[config.mk]
export PLATFORM = sky130hd
export DESIGN_NAME = duty_pwm_gen
export DESIGN_NICKNAME = d
export VERILOG_FILES = /design/src/rtl/duty_pwm_gen.sv
export SDC_FILE = /design/constraint.sdc
export NUM_CORES = 1
export LEC_CHECK = 0
export CAP_MARGIN = 10
export CORE_MARGIN = 2
export CORE_UTILIZATION = 58
export CTS_CLUSTER_SIZE = 28
export DETAILED_ROUTE_END_ITERATION = 7
export PLACE_DENSITY = 0.79
export SLEW_MARGIN = 5
export SYNTH_ARGS = -nofsm -noshare
export SYNTH_HDL_FRONTEND = slang
export SYNTH_SLANG_ARGS = --single-unit
[constraint.sdc]
create_clock -name clk -period 4.1 [get_ports clk]
set_clock_uncertainty 0.1 [all_clocks]
set_input_delay 1.025 -clock clk [delete_from_list [all_inputs] [get_ports clk]]
set_output_delay 1.025 -clock clk [all_outputs]
set_load 0.005 [all_outputs]
[src/rtl/duty_pwm_gen.sv]
// duty_pwm_gen: multi-channel programmable duty-cycle generator.
// ON/OFF counts are double-buffered and committed only at period boundaries or on start.
module duty_pwm_gen #(
    parameter int unsigned WIDTH    = 8,
    parameter int unsigned CHANNELS = 2
) (
    input  logic                      clk,
    input  logic                      rst_n,
    input  logic [CHANNELS-1:0]       en,
    input  logic [CHANNELS-1:0]       load,
    input  logic [CHANNELS*WIDTH-1:0] on_time,
    input  logic [CHANNELS*WIDTH-1:0] off_time,
    output logic [CHANNELS-1:0]       pwm_out,
    output logic [CHANNELS-1:0]       period_done,
    output logic [CHANNELS-1:0]       busy
);

    typedef enum logic [1:0] {
        ST_IDLE = 2'd0,
        ST_HIGH = 2'd1,
        ST_LOW  = 2'd2
    } state_t;

    localparam logic [WIDTH-1:0] CNT_ZERO = '0;
    localparam logic [WIDTH-1:0] CNT_ONE  = WIDTH'(1);

    for (genvar gi = 0; gi < CHANNELS; gi++) begin : g_ch
        state_t           r_state;
        state_t           w_state_nxt;
        logic [WIDTH-1:0] r_cnt;
        logic [WIDTH-1:0] w_cnt_nxt;
        logic [WIDTH-1:0] r_act_on;
        logic [WIDTH-1:0] r_act_off;
        logic [WIDTH-1:0] w_act_on_nxt;
        logic [WIDTH-1:0] w_act_off_nxt;
        logic [WIDTH-1:0] r_pend_on;
        logic [WIDTH-1:0] r_pend_off;
        logic [WIDTH-1:0] w_pend_on_nxt;
        logic [WIDTH-1:0] w_pend_off_nxt;
        logic             r_pend_valid;
        logic             w_pend_valid_nxt;
        logic             r_pwm;
        logic             r_done;
        logic             r_busy;
        logic             w_done_nxt;
        logic             w_commit;
        logic [WIDTH-1:0] w_ld_on;
        logic [WIDTH-1:0] w_ld_off;
        logic [WIDTH-1:0] w_cm_on;
        logic [WIDTH-1:0] w_cm_off;

        assign w_ld_on  = on_time[gi*WIDTH +: WIDTH];
        assign w_ld_off = off_time[gi*WIDTH +: WIDTH];

        // Values a commit would take: a same-edge load bypasses the pending buffer.
        always_comb begin
            w_cm_on  = r_act_on;
            w_cm_off = r_act_off;
            if (load[gi]) begin
                w_cm_on  = w_ld_on;
                w_cm_off = w_ld_off;
            end else if (r_pend_valid) begin
                w_cm_on  = r_pend_on;
                w_cm_off = r_pend_off;
            end
        end

        always_comb begin
            w_state_nxt      = r_state;
            w_cnt_nxt        = r_cnt;
            w_act_on_nxt     = r_act_on;
            w_act_off_nxt    = r_act_off;
            w_pend_on_nxt    = r_pend_on;
            w_pend_off_nxt   = r_pend_off;
            w_pend_valid_nxt = r_pend_valid;
            w_commit         = 1'b0;
            w_done_nxt       = 1'b0;

            if (load[gi]) begin
                w_pend_on_nxt    = w_ld_on;
                w_pend_off_nxt   = w_ld_off;
                w_pend_valid_nxt = 1'b1;
            end

            if (!en[gi]) begin
                w_state_nxt = ST_IDLE;
                w_cnt_nxt   = CNT_ZERO;
            end else begin
                case (r_state)
                    ST_IDLE: w_commit = 1'b1;
                    ST_HIGH: begin
                        if (r_cnt != CNT_ZERO) begin
                            w_cnt_nxt = r_cnt - CNT_ONE;
                        end else if (r_act_off != CNT_ZERO) begin
                            w_state_nxt = ST_LOW;
                            w_cnt_nxt   = r_act_off - CNT_ONE;
                        end else begin
                            w_commit = 1'b1;
                        end
                    end
                    ST_LOW: begin
                        if (r_cnt != CNT_ZERO) begin
                            w_cnt_nxt = r_cnt - CNT_ONE;
                        end else begin
                            w_commit = 1'b1;
                        end
                    end
                    default: begin
                        w_state_nxt = ST_IDLE;
                        w_cnt_nxt   = CNT_ZERO;
                    end
                endcase

                // Period start: ON phase first, else OFF phase, else a 1-cycle low period.
                if (w_commit) begin
                    w_act_on_nxt     = w_cm_on;
                    w_act_off_nxt    = w_cm_off;
                    w_pend_valid_nxt = 1'b0;
                    if (w_cm_on != CNT_ZERO) begin
                        w_state_nxt = ST_HIGH;
                        w_cnt_nxt   = w_cm_on - CNT_ONE;
                    end else if (w_cm_off != CNT_ZERO) begin
                        w_state_nxt = ST_LOW;
                        w_cnt_nxt   = w_cm_off - CNT_ONE;
                    end else begin
                        w_state_nxt = ST_LOW;
                        w_cnt_nxt   = CNT_ZERO;
                    end
                end
            end

            // Next cycle is the last of its period.
            w_done_nxt = ((w_state_nxt == ST_HIGH) && (w_cnt_nxt == CNT_ZERO)
                          && (w_act_off_nxt == CNT_ZERO))
                      || ((w_state_nxt == ST_LOW) && (w_cnt_nxt == CNT_ZERO));
        end

        always_ff @(posedge clk or negedge rst_n) begin
            if (!rst_n) begin
                r_state      <= ST_IDLE;
                r_cnt        <= CNT_ZERO;
                r_act_on     <= CNT_ZERO;
                r_act_off    <= CNT_ZERO;
                r_pend_on    <= CNT_ZERO;
                r_pend_off   <= CNT_ZERO;
                r_pend_valid <= 1'b0;
                r_pwm        <= 1'b0;
                r_done       <= 1'b0;
                r_busy       <= 1'b0;
            end else begin
                r_state      <= w_state_nxt;
                r_cnt        <= w_cnt_nxt;
                r_act_on     <= w_act_on_nxt;
                r_act_off    <= w_act_off_nxt;
                r_pend_on    <= w_pend_on_nxt;
                r_pend_off   <= w_pend_off_nxt;
                r_pend_valid <= w_pend_valid_nxt;
                r_pwm        <= (w_state_nxt == ST_HIGH);
                r_done       <= w_done_nxt;
                r_busy       <= (w_state_nxt != ST_IDLE);
            end
        end

        assign pwm_out[gi]     = r_pwm;
        assign period_done[gi] = r_done;
        assign busy[gi]        = r_busy;
    end

endmodule

# Word level (Yosys, flattened, before mapping)
# Index checks and enable logic that the tools add are counted.
totals:
  register_bits: 92
  output_inout_bits: 6
  in_bits: 38
classes:
  mux: 56
  reduce_logical: 28
  add_sub_neg: 8
  eq_ne: 8
ops:
  columns: ["cell", "count"]
  rows:
  - ["8-bit 2-to-1 mux", 26]
  - ["8-bit nonzero test", 8]
  - ["8-bit by 1-bit subtractor with 8-bit output (second input constant)", 8]
  - ["8-bit one-hot mux with 3 select lines", 2]
  - ["8-bit logical NOT", 4]
  - ["2-bit 2-to-1 mux", 10]
  - ["1-bit 2-to-1 mux", 14]
  - ["2-bit by 1-bit == test with 1-bit output (second input constant)", 4]
  - ["2-bit == test (second input constant)", 4]
  - ["2-bit one-hot mux with 2 select lines", 2]
  - ["1-bit logical AND", 6]
  - ["1-bit one-hot mux with 3 select lines", 2]
  - ["2-bit logical NOT", 2]
  - ["2-bit AND reduction", 2]
  - ["2-bit nonzero test", 2]
  - ["2-bit OR reduction", 2]
  - ["1-bit logical OR", 2]

# Logic depth before layout (Yosys ltp)
# Gate-level depths: netlist of run 1.
depth:
  word_depth: 11
  depth_mapped: 13

# Least setup slack after synthesis of run 1
# OpenSTA, ideal clock, no wires.
synth_path:
  path_type: "input to register"
  start: "input load[0]"
  end: "register g_ch[0].r_done"
  stages: 12
  arrival_time_ps: 3623
  setup_slack_ps: 281
  required_ps: 3904
  cell_sequence: "clkbuf_1 -> clkbuf_1 -> clkbuf_1 -> o21a_1 -> ha_1 -> o211ai_1 -> nor2_1 -> and2_1 -> o21a_1 -> a21oi_1 -> or4b_1 -> nor4_2"
synth_between:
  elab_chain_len: 10
  elab_cells_between_ends: 23
  cone_classes: "add/sub (2); eq/ne (2); mux (11); reduce/logical (8)"
synth_rtl:
  columns: ["element", "line_no", "text"]
  rows:
  - ["start: declaration", "10", "input logic [CHANNELS-1:0] load,"]
  - ["8-bit 2-to-1 mux", "59", "if (load[gi]) begin"]
  - ["8-bit by 1-bit subtractor with 8-bit output or 8-bit nonzero test (tied branches)", "124, 122", null]
  - ["8-bit 2-to-1 mux", "122", "end else if (w_cm_off != CNT_ZERO) begin"]
  - ["8-bit 2-to-1 mux (*)", "119", "if (w_cm_on != CNT_ZERO) begin"]
  - ["8-bit 2-to-1 mux (*)", "115", "if (w_commit) begin"]
  - ["8-bit 2-to-1 mux (*)", "85", "if (!en[gi]) begin"]
  - ["named net g_ch[0].w_cnt_nxt[1]", "31", "logic [WIDTH-1:0] w_cnt_nxt;"]
  - ["8-bit logical NOT (*)", "133, 135", null]
  - ["1-bit logical AND", "133", "w_done_nxt = ((w_state_nxt == ST_HIGH) && (w_cnt_nxt == CNT_ZERO)"]
  - ["1-bit logical AND", "134", "&& (w_act_off_nxt == CNT_ZERO))"]
  - ["1-bit logical OR (*)", "135", "|| ((w_state_nxt == ST_LOW) && (w_cnt_nxt == CNT_ZERO));"]
  - ["named net g_ch[0].w_done_nxt", "45", "logic w_done_nxt;"]
  - ["end signal: assignment", "159", "r_done <= w_done_nxt;"]
  - ["end: declaration", "43", "logic r_done;"]
# Mark *: on every way through the listed nets, which the timed path passes. The rest lies on a longest branch.
# A chain may end at the register's enable or synchronous reset.

# Worst setup path in the final report of run 1
layout_path:
  start: "register g_ch[0].r_cnt[0]"
  end: "register g_ch[0].r_done"
layout_between:
  elab_chain_len: 10
  elab_cells_between_ends: 26
  cone_classes: "add/sub (1); eq/ne (2); mux (16); reduce/logical (7)"
layout_rtl:
  columns: ["element", "line_no", "text"]
  rows:
  - ["start: declaration", "30", "logic [WIDTH-1:0] r_cnt;"]
  - ["start signal: assignment", "152", "r_cnt <= w_cnt_nxt;"]
  - ["branches (longest 4 deep; another with 8-bit by 1-bit subtractor with 8-bit output)", null, null]
  - ["8-bit 2-to-1 mux (*)", "115", null]
  - ["8-bit 2-to-1 mux (*)", "85", null]
  - ["named net g_ch[0].w_cnt_nxt[6]", "31", null]
  - ["8-bit logical NOT (*)", "133, 135", null]
  - ["1-bit logical AND", "133", null]
  - ["1-bit logical AND", "134", null]
  - ["1-bit logical OR (*)", "135", null]
  - ["named net g_ch[0].w_done_nxt", "45", null]
# Mark *: on every way through the listed nets, which the timed path passes. The select of a mux whose other input is x is not followed.

==> run metrics, run 1 <==
CP Buf/Inv Count 1; Setup WS pre-CTS 0.169 ns; worst setup margin between 0.4 and 0.5 ns; Max stage delay cell, worst path or3_1; Max IR drop VDD ~0.33 mV; H-tree level count 3; worst-path cell chain inv_1 -> ha_1 -> or3b_1 -> or3_1 -> o31ai_4 -> and2_1 -> a311oi_1 -> a211oi_1 -> or4b_1 -> nor4_2; Seq. cell area roughly 0.0023 sq mm; CTS tree built; initial antenna violation count 0; port bufs 43; Worst R2R Start g_ch[0].r_cnt[0]; CP peak stage delay roughly 0.55 ns; Lkg Pwr 0.00297 uW; Worst R2R Path Depth 10; syn_area_per_cell around 8.3 sq um; antenna cells 0; Detailed Routing Iterations Pass 1 5; r2r endpoint g_ch[0].r_done; final WL ~15000 um; CTS buffer count 9; largest net degree at the start of global routing 75; Final Hold Viols 0; number of global-route vias before repair slightly above 5k; Ys Warns 0; Least-Margin Pin Slew between 0.9 and 1 ns; Final ANT Viol Nets 0; via/cell ratio slightly above 6; root buf cell clkbuf_8; Pint roughly 2400 uW; synthesized instance count between 700 and 800; setup_tns 0 ns; FILL cells between 800 and 900; Comb power frac between 40% and 50%; Synthesized Nets just under 800; PwrDens 645 mW/mm^2; WL per Instance roughly 17 um; Async SR Flop Fraction 100%; CP required 4.23 ns; sequential share of power 35.6%; post_cts resized 0; area of the core a little over 0.01 sq mm; r2r setup slk ~0.43 ns; worst hold path class flop to flop; DR vias approximately 5.4k; register area share after synthesis between 30 and 40%; CTS sink count 92; FF+latch count, synth between 90 and 100; Final nets between 800 and 900; post-CTS setup buffer count 0; clock network power share between 15 and 20%; Area Overhead vs Synth 12.7%; # rows 37; hold path start g_ch[1].r_act_on[1]; drt drc 0; RSZ-0062 raised after global routing false; critical path peak fanout 11; Max Cap Violations 0; crit share post-route 89.6%; first-pass GRT wire length 26000 um; Core Util, Final 66.8%; WP data arrival roughly 3.8 ns; run status finished, final reports clean; max-slew violations 0; First DRT Iteration DRCs just under 500; Worst path top cell family by delay simple AND/OR/NAND/NOR gates; fin crit period 3.67 ns; # IOs between 40 and 50; hold path depth 2; DP HPWL about 12000 um; Crit. End Element flop; GR Util All Layers 29.0%; area of the multi-input gates between 0.003 and 0.004 sq mm; Sw Ratio between 40% and 50%; layout cell share with drive strength beyond 1 under 10%; Initial Util between 50% and 60%; Crit Path Category flop to flop; chip height ~110 um; Unique masters post-synth 70; grt ovf 0; Worst-path clk slew roughly 0.09 ns; final setup violation count 0; hold-fix buffers at CTS 0; Bufs on Longest Clock Path 2; EDFF count, synth 0; die width approximately 110 um; max_slew headroom around two fifths; Worst-Skew Late Latency about 0.36 ns; P_sw between 1500 and 2000 uW; crit path launch type flop; Cell Area, Synth slightly above 0.006 sq mm; hold endpoint g_ch[1].r_act_on[1]; die area around 0.011 sq mm; Achievable Freq roughly 270 MHz; dominant synthesized flop cell dfrtp_1; routability cong. 0.893
[layout by cell type (no fill, tap or decap), types with 4 or more instances in the layout]
cell | Yosys | layout
nor4b_1 | 6 | 6
dfrtp_1 | 92 | 92
nand4_1 | 6 | 6
nor3_1 | 10 | 10
xor2_1 | 11 | 11
clkdlybuf4s50_1 | 0 | 41
buf_4 | 6 | 18
o21ai_0 | 89 | 89
nor2_1 | 53 | 53
a221o_1 | 5 | 5
a21oi_1 | 37 | 37
o21a_1 | 33 | 33
a211oi_1 | 7 | 7
clkbuf_8 | 0 | 10
ha_1 | 10 | 10
nand3_1 | 22 | 22
mux2i_1 | 37 | 37
mux2_2 | 4 | 4
and3_1 | 5 | 5
xnor2_1 | 11 | 11
nor4_1 | 8 | 8
nor3b_1 | 4 | 4
o31ai_1 | 5 | 5
inv_1 | 47 | 47
a31oi_1 | 8 | 8
nand2_1 | 88 | 88
a32oi_1 | 4 | 4
and2_1 | 5 | 5
nand2b_1 | 5 | 5
or3_1 | 9 | 9
[area by class of cell]
class | count | area share (%)
clock buffers | 11 | 2.07
clock inverters | 5 | 1.21
inverters | 47 | 2.58
multi-input cells | 541 | 49.3
flip-flops and latches | 92 | 33.7
well taps | 136 | 2.49
repair buffers | 62 | 8.64
[power by group through the flow]
stage                     clock, uW  combinational (uW)  sequential [uW]
after detailed placement          0                2120             1570
final                           683                2160             1570
after CTS                       697                2140             1550
after global placement            0                2080             1560
after floorplan                   0                1730             1350
after global routing            733                2410             1610
[synth_stat cells, drive strengths merged (6+ instances only)]
cell type,instances,area (sq um)
a21oi,38,194
o31ai,6,58.8
a31oi,8,50.1
dfrtp,92,2300
clkbuf,32,120
xor2,11,96.3
ha,10,125
a211oi,7,52.6
o21ai,89,445
nand2,88,330
nor2,53,199
or3,9,56.3
xnor2,11,96.3
o21a,33,248
nand3,23,120
nand4,6,37.5
nor4,10,75.1
nor3,10,50.1
mux2i,37,370
buf,15,95.1
inv,47,176
nor4b,6,52.6
[state kept, by name, summed over array words and instances, names as in the netlist]
signal and flops:
g_ch.r_act_off 16, g_ch.r_act_on 16, g_ch.r_busy 2, g_ch.r_cnt 16, g_ch.r_done 2, g_ch.r_pend_off 16
g_ch.r_pend_on 16, g_ch.r_pend_valid 2, g_ch.r_pwm 2, g_ch.r_state 4
[worst reg2reg max path: cells and delay by family, from the launching register on]
kind,cells,cell delay (ns)
buf+inv,1,0.08
flops,1,0.43
fa+ha+maj,1,0.18
simple gates,5,1.71
compound gates,3,1.04
[stage by stage]
step	hold WS (ns)	instances	area (sq um)	total power [uW]
floorplan	0.349	727	6070	3080
global placement	0.360	878	6610	3630
detailed placement	0.370	878	6610	3690
CTS	0.390	894	6840	4390
global route	0.419	894	6840	4760
finish	0.384	894	6840	4410
[worst max path at each step]
stage	startpoint	endpoint	slack, ns	depth (start not counted)
after floorplan	load[0]	g_ch[0].r_done	0.28	12
after global placement	load[0]	g_ch[0].r_done	0.25	11
after detailed placement	load[0]	g_ch[0].r_done	0.17	11
after CTS	load[0]	g_ch[0].r_done	0.48	12
after global routing	load[0]	g_ch[0].r_done	0.23	12
final	g_ch[0].r_cnt[0]	g_ch[0].r_done	0.43	10
[logic make-up (layout without fill, tap and decap cells)]
group / Yosys count / count (layout) / synth area share [%]
buf+inv: 94 / 125 / 6.45
mux: 41 / 41 / 6.85
flops: 92 / 92 / 37.9
fa+ha+maj: 11 / 11 / 2.23
compound gates: 224 / 224 / 23.3
xor+xnor: 22 / 22 / 3.18
simple gates: 243 / 243 / 20.0
[per-layer routing]
layer / wire length [um] / GRT usage (%) / vias to the layer above / part of all wire (%)
li1: - / - / 2660 / -
met1: 7390 / 44.9 / 2549 / 48
met2: 6680 / 42.8 / 196 / 44
met3: 1080 / 4.29 / 18 / 7.0
met4: 190 / 7.24 / 0 / 1.2
met5: 0 / 0 / - / 0
Power figures use the tool's default switching activity.
==> run 2: changes to the inputs <==
--- a/config.mk
+++ b/config.mk
@@ -6,11 +6,13 @@
 export NUM_CORES = 1
 export LEC_CHECK = 0
 export CAP_MARGIN = 10
+export CELL_PAD_IN_SITES_DETAIL_PLACEMENT = 1
+export CELL_PAD_IN_SITES_GLOBAL_PLACEMENT = 1
 export CORE_MARGIN = 2
-export CORE_UTILIZATION = 58
+export CORE_UTILIZATION = 45
 export CTS_CLUSTER_SIZE = 28
 export DETAILED_ROUTE_END_ITERATION = 7
-export PLACE_DENSITY = 0.79
+export PLACE_DENSITY_LB_ADDON = 0.1
 export SLEW_MARGIN = 5
 export SYNTH_ARGS = -nofsm -noshare
 export SYNTH_HDL_FRONTEND = slang
==> run 2 against run 1 <==
First-iteration DRC count is 11% lower. Fmax is 3.1% lower. Final cell count is 5.1% higher. Register-to-register slack better by 0.11 ns. Die area is 28% higher. Clock power is 22% higher. Wire length is 20% higher. Critical path type is now primary input to flop. Largest power group unchanged.
==> run metrics, run 2 (synthesized netlist as in run 1, its figures left out) <==
r2r setup slk 0.54 ns (+0.11 ns); post_cts resized 0 (unchanged); routability cong. 0.950 (+6.3%); antenna cells 0 (unchanged); Max Cap Violations 0 (unchanged); placed insts 925 (+5.4%); crit share post-route 92.4% (+2.8 points); hold endpoint g_ch[1].r_act_on[1]; root buf cell clkbuf_16; chip height 120 um (+13%); CTS sink count 92 (unchanged); hold path depth 2 (unchanged); post-CTS setup buffer count 0 (unchanged); final setup violation count 0 (unchanged); DP HPWL 14000 um (+22%); Crit. End Element flop; CTS tree built; Initial Util 46.0% (-13 points); Worst R2R Start g_ch[0].r_cnt[0]; largest net degree at the start of global routing 66 (-12%); RSZ-0062 raised after global routing false; grt ovf 0 (unchanged); Least-Margin Pin Slew 0.951 ns (+0.0251 ns); number of global-route vias before repair 5728 (+11%); run status finished, final reports clean; most frequent cells in the layout dfrtp_1, o21ai_0, nand2_1; max_slew headroom 36.6% (-1.7 points); CTS buffer count 9 (unchanged); Achievable Freq 264 MHz (-3.1%); r2r endpoint g_ch[0].r_done; H-tree level count 3 (unchanged); final WL 18400 um (+20%); Setup WS pre-CTS -0.0508 ns (-0.220 ns); Max IR drop VDD 0.309 mV (-5.2%); drt drc 0 (unchanged); initial antenna violation count 0 (unchanged); crit path launch type primary input; Final ANT Viol Nets 0 (unchanged); GR Util All Layers 27.0% (-2.0 points); Worst-Skew Late Latency 0.35 ns (about the same); Worst-path clk slew 0.06 ns (-0.03 ns); first-pass GRT wire length 30600 um (+18%); Crit Path Category primary input to flop; Lkg Pwr 0.00302 uW (+1.7%); # rows 42 (+14%); First DRT Iteration DRCs 437 (-11%); Area Overhead vs Synth 15.0%; Final nets 808 (+0.87%); CP required 4.25 ns (+0.02 ns); die area 0.0144 sq mm (+28%); WP data arrival 3.94 ns (+0.14 ns); layout cell share with drive strength beyond 1 7.07% (+0.47 points); # IOs 44 (unchanged); PwrDens 671 mW/mm^2 (+4.1%); Worst R2R Path Depth 11 (+1); critical path peak fanout 9 (-2); worst hold path class flop to flop; port bufs 43 (unchanged); worst setup margin 0.310 ns (-0.116 ns); max-slew violations 0 (unchanged); Detailed Routing Iterations Pass 1 6 (+1); setup_tns 0 ns (unchanged); commonest non-fill, non-tap cell in the layout dfrtp_1; post-route non-filler standard cell count 940 (+5.1%); WHS 0.393 ns (+0.00860 ns); die width 120 um (+13%); hold path start g_ch[1].r_act_on[1]; WL per Instance 19.6 um (+14%); fin crit period 3.79 ns (+0.116 ns); via/cell ratio 5.98 (-1.4%); Final Hold Viols 0 (unchanged); Bufs on Longest Clock Path 2 (unchanged); hold-fix buffers at CTS 0 (unchanged); DR vias 5622 (+3.7%); area of the core 0.0132 sq mm (+29%)
## run 2: critical path, cell delays in order
cell and delay (ns):
clkdlybuf4s50_1 0.54, nand2_1 0.14, o21a_1 0.18, ha_1 0.24
o211ai_1 0.19, nor2_1 0.36, and2_1 0.34, o21a_1 0.14
a21oi_1 0.08, or4b_1 0.54, nor4_2 0.16
## run 2: area by class of cell
type,instances,area [sq um]
fill,1621,6210
tap,176,220
timing repair buffer,69,618
clock inverter,2,35.0
multi-input combinational,541,3370
inverter,47,176
sequential,92,2300
clock buffer,13,250
## run 2: how the worst max path moves through the flow
stage	from	endpoint	slack, ns	cells after the start
floorplan	load[0]	g_ch[0].r_done	0.28	12
global placement	load[0]	g_ch[0].r_done	0.23	10
detailed placement	load[0]	g_ch[0].r_done	-0.05	11
CTS	load[0]	g_ch[0].r_done	0.33	11
global route	load[0]	g_ch[0].r_done	0.16	11
finish	load[0]	g_ch[0].r_done	0.31	11
## run 2: power breakdown
part,switching [uW],internal (uW)
clock,344,486
sequential,391,1170
combinational,1350,937
total,2090,2590
## run 2: through the flow
step | area (sq um) | total power (uW) | utilization [%]
3_3_place_gp | 6690 | 3730 | 50.7
6_report | 6980 | 4680 | 52.9
5_1_grt | 6980 | 5040 | 52.9
3_5_place_dp | 6690 | 3820 | 50.7
2_1_floorplan | 6070 | 3080 | -
4_1_cts | 6980 | 4670 | 52.9
## run 2: per-layer routing
layer	share of wire, %	wire (um)	global-route usage, %	up-vias
met1	50	9190	40.7	2821
met4	0.87	161	5.81	0
met5	0	0	0	-
met3	4.1	758	4.42	15
met2	45	8330	40.7	110
li1	-	-	-	2676
==> run 3: changes to the inputs <==
--- a/config.mk
+++ b/config.mk
@@ -5,7 +5,7 @@
 export SDC_FILE = /design/constraint.sdc
 export NUM_CORES = 1
 export LEC_CHECK = 0
-export CAP_MARGIN = 10
+export CAP_MARGIN = 25
 export CELL_PAD_IN_SITES_DETAIL_PLACEMENT = 1
 export CELL_PAD_IN_SITES_GLOBAL_PLACEMENT = 1
 export CORE_MARGIN = 2
==> results of run 3 <==
Same layout as run 2: the final DEF is identical, and so are final timing and power.
